$ cat config.mk
export PLATFORM = sky130hd
export DESIGN_NAME = plru_repl_unit
export DESIGN_NICKNAME = d
export VERILOG_FILES = /design/src/rtl/plru_repl_unit.sv
export SDC_FILE = /design/constraint.sdc
export NUM_CORES = 2
export LEC_CHECK = 0
export ABC_CLOCK_PERIOD_IN_PS = 4800
export BUFFER_PORTS_ARGS = -buffer_cell sky130_fd_sc_hd__buf_4
export CORE_ASPECT_RATIO = 1.5
export CORE_UTILIZATION = 30
export DETAILED_ROUTE_END_ITERATION = 8
export HOLD_SLACK_MARGIN = 0.02
export SLEW_MARGIN = 5
export SYNTH_ARGS = -nofsm -noshare
export SYNTH_HDL_FRONTEND = slang
export SYNTH_SLANG_ARGS = --single-unit
$ cat constraint.sdc
create_clock -name i_clk -period 4.8 [get_ports i_clk]
set_clock_uncertainty 0.05 [all_clocks]
set_input_delay 0.72 -clock i_clk [delete_from_list [all_inputs] [get_ports i_clk]]
set_output_delay 0.72 -clock i_clk [all_outputs]
set_load 0.02 [all_outputs]
$ cat src/rtl/plru_repl_unit.sv
// Tree-PLRU replacement engine: per-set PLRU tree storage, victim selection with
// invalid-way priority and lock masks, and a multi-cycle flush sweep.
module plru_repl_unit #(
   parameter int unsigned N_WAY  = 16,
   parameter int unsigned N_SETS = 64,
   parameter int unsigned WAY_W  = $clog2(N_WAY),
   parameter int unsigned SET_W  = $clog2(N_SETS)
) (
   input  logic             i_clk,
   input  logic             i_rst_n,
   input  logic             i_req_valid,
   output logic             o_req_ready,
   input  logic [1:0]       i_req_op,
   input  logic [SET_W-1:0] i_req_set,
   input  logic [WAY_W-1:0] i_req_way,
   input  logic [N_WAY-1:0] i_req_valid_mask,
   input  logic [N_WAY-1:0] i_req_lock_mask,
   output logic             o_rsp_valid,
   output logic [WAY_W-1:0] o_rsp_way,
   output logic             o_rsp_from_invalid,
   output logic             o_rsp_none,
   output logic             o_flush_busy
);

   localparam int unsigned N_NODE = N_WAY - 1;
   localparam int unsigned N_TOT  = 2 * N_WAY - 1;

   localparam logic [1:0] OP_TOUCH  = 2'd0;
   localparam logic [1:0] OP_VICTIM = 2'd1;
   localparam logic [1:0] OP_ALLOC  = 2'd2;
   localparam logic [1:0] OP_FLUSH  = 2'd3;

   localparam logic [0:0] S_IDLE  = 1'b0;
   localparam logic [0:0] S_FLUSH = 1'b1;

   logic [N_NODE-1:0] r_tree [N_SETS];
   logic [0:0]        r_state;
   logic [SET_W:0]    r_flush_cnt;
   logic              r_rsp_valid;
   logic [WAY_W-1:0]  r_rsp_way;
   logic              r_rsp_from_invalid;
   logic              r_rsp_none;

   logic              w_accept;
   logic              w_is_victim;
   logic              w_flush_last;
   logic [N_NODE-1:0] w_cur_tree;
   logic              w_inv_found;
   logic [WAY_W-1:0]  w_inv_way;
   logic [WAY_W-1:0]  w_walk_way;
   logic              w_vic_none;
   logic              w_vic_inv;
   logic [WAY_W-1:0]  w_vic_way;
   logic [WAY_W-1:0]  w_upd_way;
   logic [N_NODE-1:0] w_upd_tree;
   logic              w_wr_en;
   logic [SET_W-1:0]  w_wr_set;
   logic [N_NODE-1:0] w_wr_data;

   assign o_req_ready  = (r_state == S_IDLE);
   assign o_flush_busy = (r_state == S_FLUSH);
   assign w_accept     = i_req_valid & o_req_ready;
   assign w_is_victim  = w_accept & ((i_req_op == OP_VICTIM) | (i_req_op == OP_ALLOC));
   assign w_flush_last = (r_flush_cnt == (SET_W + 1)'(N_SETS - 1));
   assign w_cur_tree   = r_tree[i_req_set];

   // Lowest-index way that is both invalid and unlocked.
   always_comb begin
      w_inv_found = 1'b0;
      w_inv_way   = '0;
      for (int i = N_WAY - 1; i >= 0; i--) begin
         if (!i_req_valid_mask[i] && !i_req_lock_mask[i]) begin
            w_inv_found = 1'b1;
            w_inv_way   = WAY_W'(i);
         end
      end
   end

   // Heap-indexed full tree: nodes 0..N_NODE-1 internal, N_NODE+i is leaf (way) i.
   always_comb begin
      logic [N_TOT-1:0] v_lock;
      logic [N_TOT-1:0] v_path;
      logic             v_dir;
      v_lock = '0;
      v_path = '0;
      v_dir  = 1'b0;
      for (int i = 0; i < N_WAY; i++) begin
         v_lock[N_NODE + i] = i_req_lock_mask[i];
      end
      for (int n = N_NODE - 1; n >= 0; n--) begin
         v_lock[n] = v_lock[2*n+1] & v_lock[2*n+2];
      end
      v_path[0] = 1'b1;
      for (int n = 0; n < N_NODE; n++) begin
         v_dir = ~w_cur_tree[n];
         if (v_dir ? v_lock[2*n+2] : v_lock[2*n+1]) begin
            v_dir = ~v_dir;
         end
         v_path[2*n+1] = v_path[n] & ~v_dir;
         v_path[2*n+2] = v_path[n] & v_dir;
      end
      w_walk_way = '0;
      for (int i = 0; i < N_WAY; i++) begin
         if (v_path[N_NODE + i]) begin
            w_walk_way = WAY_W'(i);
         end
      end
      w_vic_none = v_lock[0];
   end

   assign w_vic_inv = w_inv_found & ~w_vic_none;
   assign w_vic_way = w_vic_none  ? '0 :
                      w_inv_found ? w_inv_way : w_walk_way;

   assign w_upd_way = (i_req_op == OP_TOUCH) ? i_req_way : w_vic_way;

   // Each node on the touched way's path points toward the child containing that way.
   always_comb begin
      logic [N_TOT-1:0] v_has;
      v_has = '0;
      for (int i = 0; i < N_WAY; i++) begin
         v_has[N_NODE + i] = (w_upd_way == WAY_W'(i));
      end
      for (int n = N_NODE - 1; n >= 0; n--) begin
         v_has[n] = v_has[2*n+1] | v_has[2*n+2];
      end
      w_upd_tree = w_cur_tree;
      for (int n = 0; n < N_NODE; n++) begin
         if (v_has[n]) begin
            w_upd_tree[n] = v_has[2*n+2];
         end
      end
   end

   always_comb begin
      w_wr_en   = 1'b0;
      w_wr_set  = i_req_set;
      w_wr_data = w_upd_tree;
      if (r_state == S_FLUSH) begin
         w_wr_en   = 1'b1;
         w_wr_set  = r_flush_cnt[SET_W-1:0];
         w_wr_data = '0;
      end else if (w_accept && ((i_req_op == OP_TOUCH) ||
                                ((i_req_op == OP_ALLOC) && !w_vic_none))) begin
         w_wr_en = 1'b1;
      end
   end

   always_ff @(posedge i_clk or negedge i_rst_n) begin
      if (!i_rst_n) begin
         for (int s = 0; s < N_SETS; s++) begin
            r_tree[s] <= '0;
         end
      end else if (w_wr_en) begin
         r_tree[w_wr_set] <= w_wr_data;
      end
   end

   always_ff @(posedge i_clk or negedge i_rst_n) begin
      if (!i_rst_n) begin
         r_state     <= S_IDLE;
         r_flush_cnt <= '0;
      end else if (r_state == S_IDLE) begin
         if (w_accept && (i_req_op == OP_FLUSH)) begin
            r_state     <= S_FLUSH;
            r_flush_cnt <= '0;
         end
      end else begin
         r_flush_cnt <= r_flush_cnt + (SET_W + 1)'(1);
         if (w_flush_last) begin
            r_state <= S_IDLE;
         end
      end
   end

   always_ff @(posedge i_clk or negedge i_rst_n) begin
      if (!i_rst_n) begin
         r_rsp_valid        <= 1'b0;
         r_rsp_way          <= '0;
         r_rsp_from_invalid <= 1'b0;
         r_rsp_none         <= 1'b0;
      end else begin
         r_rsp_valid <= w_is_victim;
         if (w_is_victim) begin
            r_rsp_way          <= w_vic_way;
            r_rsp_from_invalid <= w_vic_inv;
            r_rsp_none         <= w_vic_none;
         end
      end
   end

   assign o_rsp_valid        = r_rsp_valid;
   assign o_rsp_way          = r_rsp_way;
   assign o_rsp_from_invalid = r_rsp_from_invalid;
   assign o_rsp_none         = r_rsp_none;

endmodule

==> flow_summary.yaml <==
global_route:
  antenna_found_initial: 9
  grt_first_pass_wirelength_mm: 214
  grt_overflow: 0
  grt_max_degree: 119
  grt_pass1_vias: 32500
  grtUsageTotal: 0.189
power:
  p_per_area_nw_per_um2: 408
  leakage_nw: 22.4
  ir_drop_uv: 245
setup_path:
  worstPathRequired_ns: 5.31
  start_kind: "primary input"
  criticalPathCategory: "primary input to flop"
  crit_path_top_delay_cell: "mux4_2"
  cp.arrival_ns: 4.93
  critPathCaptureType: "flop"
  crit_path_max_incr_delay_ns: 0.50
  cpMostUsedCell: "buf_12"
  path_cells: "clkbuf_8, buf_12, buf_12, mux4_2, mux2i_1, buf_4, a32oi_1, a31oi_2, mux2i_2, nor3b_1, a311oi_1, a21oi_2, buf_4, nor2_1, mux2i_4, buf_12, o21ai_1"
  critPathMaxFanout: 32
cts:
  cts_root_buf: "clkbuf_16"
  numCtsBuffers: 88
  cts_hold_buf: 0
  cts_buffer_depth: 3
  cts_resized: 0
  cts_tree: "built"
  clock-sinks: 975
  postCtsSetupBuffers: 0
  h-tree-depth: 3
  clk_pin_slew_ns: 0.07
  insertion_delay_ns: 0.71
drt:
  drt-initial-drc-count: 2590
  via_per_inst: 5.12
  drt_drc_violations_left: 0
  via_count: 32800
  finalWirelength_mm: 142
  dr.pass1.iters: 6
  ant_nets: 0
  wl_per_cell_um: 22.1
cells_and_area:
  drive_gt1_frac: 0.184
  multiInputGateArea_sq_um: 18200
  stdcell_area_sq_um: 52000
  fillers: 14900
  post-route-util: 0.351
  final_common_cell: "nand2_1"
  finalNetCount: 4459
  final_cell_mix: "nand2_1 (1117), dfrtp_1 (975), o21ai_1 (476), o21ai_0 (439), buf_4 (337)"
  seqCellArea_sq_um: 24400
  syn_to_final_growth_pct: 16.2
sta:
  hold_viol: 0
  relSlewSlack: 0.334
  slew_violations: 0
  fmaxAchievable_ghz: 0.226
  setup_viol: 0
  worst_pin_slew_ns: 0.999
  rsz0062_at_grt: "false"
  period_share: 0.921
  timing.final.ws_setup_ns: 0.381
  min_period_ns: 4.42
flow_run:
  drv_cap: 0
logic_synthesis:
  netlist_area_sq_um: 44800
  syn-num-nets: 4344
  ys.flop_type: "dfrtp_1"
  ys_ff_latch: 975
  ys_warn_count: 0
  ys_seq_area_frac: 0.545
  async_reset_ff_frac: 1.00
  syn_avg_cell_area_sq_um: 10.4
  synth-edff-count: 0
  synthCells: 4293
  synth.distinct_cells: 83
placed_design:
  gp_congestion: 0.957
  io_buffers: 55
  placed_area_sq_um: 49100
  place_ws_ns: -0.239
  dp_hpwl_mm: 97.2
floorplan:
  die_h_um: 475
  dieArea_sq_um: 151000
  num_rows: 173
  ioPinCount: 56
  core_sq_um: 148000
  die_w_um: 317
  start_util: 0.302
min_path:
  hold_class: "primary input to asynchronous set/reset pin"
run_status:
  status: "finished clean"
==> synth_stat cells (10+ instances only) <==
cell	count	share of area
o21ai_0	439	0.049
o21ai_1	476	0.053
dfrtp_1	975	0.54
nor2b_1	15	0.0021
and3_1	12	0.0017
nand3_1	37	0.0041
nor3_1	12	0.0013
a32oi_1	10	0.0020
mux2i_1	174	0.039
nand4_1	10	0.0014
o21ai_2	68	0.013
a22oi_1	79	0.013
nor2_1	76	0.0064
nand2_1	1120	0.094
buf_4	30	0.0050
mux4_1	10	0.0059
buf_2	33	0.0037
mux4_2	160	0.080
o22ai_1	17	0.0024
clkbuf_1	250	0.021
and2_1	13	0.0018
inv_1	10	0.00084
a21oi_1	44	0.0049
buf_6	64	0.016
==> cell families (layout without fill, tap and decap cells) <==
logic type      Yosys count  after routing  synth area share
flops                   975            975             0.545
compound gates         1213           1213             0.154
simple gates           1338           1338             0.120
fa+ha+maj                 4              4           0.00112
mux                     361            361             0.132
xor+xnor                  2              2          0.000391
buf+inv                 400            582            0.0487
other cells               0              2                 0
==> power by group <==
part / internal (W) / leakage (nW) / switching, W
Clock: 0.00417 / 1.45 / 0.00321
Sequential: 0.00921 / 13.6 / 0.000573
Combinational: 0.00145 / 7.40 / 0.00259
==> routing by layer <==
layer	wire (um)	vias up	global-route usage	share of wire
met1	58400	16300	0.238	0.41
met4	7390	8	0.0974	0.052
met5	43	-	0	0.00030
met3	7720	245	0.0277	0.054
met2	68200	946	0.316	0.48
li1	-	15300	-	-
==> state kept, by name, summed over array words and instances, names as in the netlist <==
signal	flops
o_flush_busy	1
o_rsp_from_invalid	1
o_rsp_none	1
o_rsp_valid	1
o_rsp_way	4
r_flush_cnt	7
r_tree	960
==> stage by stage <==
stage          hold slack (ns)  total power [W]  instances  TNS (ns)
2_1_floorplan            0.374           0.0122       4293         0
3_3_place_gp             0.404           0.0138       6243    -76.09
3_5_place_dp             0.410           0.0140       6243    -84.69
4_1_cts                 0.0848           0.0213       6400         0
5_1_grt                 0.0960           0.0221       6401         0
6_report                0.0271           0.0212       6402         0
==> final cells by class <==
| type | instances | share of cell area |
|---|---|---|
| Antenna cell | 2 | 0.0000962 |
| Clock buffer | 123 | 0.0485 |
| Clock inverter | 34 | 0.00839 |
| Inverter | 13 | 0.000938 |
| Multi-Input combinational cell | 2918 | 0.350 |
| Sequential cell | 975 | 0.469 |
| Tap cell | 1925 | 0.0463 |
| Timing Repair Buffer | 412 | 0.0769 |
==> final timing paths <==
path / start / end / slack (ns) / cells after the start
max: i_req_set[0] / r_tree[400]$_DFFE_PN0P_ / 0.38 / 17
min: i_rst_n / r_tree[830]$_DFFE_PN0P_ / 0.03 / 1
max reg2reg: r_tree[572]$_DFFE_PN0P_ / r_tree[400]$_DFFE_PN0P_ / 0.54 / 14
min reg2reg: r_tree[44]$_DFFE_PN0P_ / r_tree[44]$_DFFE_PN0P_ / 0.42 / 2
max in group asynchronous: i_rst_n / r_tree[221]$_DFFE_PN0P_ / 3.41 / 2
min in group i_clk: i_req_op[0] / r_flush_cnt[0]$_DFFE_PN0P_ / 0.31 / 3
==> worst max-delay path: cells and delay by family <==
kind	cells	cell delay, ns
multiplexers	4	1.48
buffers and inverters	6	1.22
AO/OA/AOI/OAI	5	1.13
AND/OR/NAND/NOR	2	0.29
(Power assumes the default switching activity.)
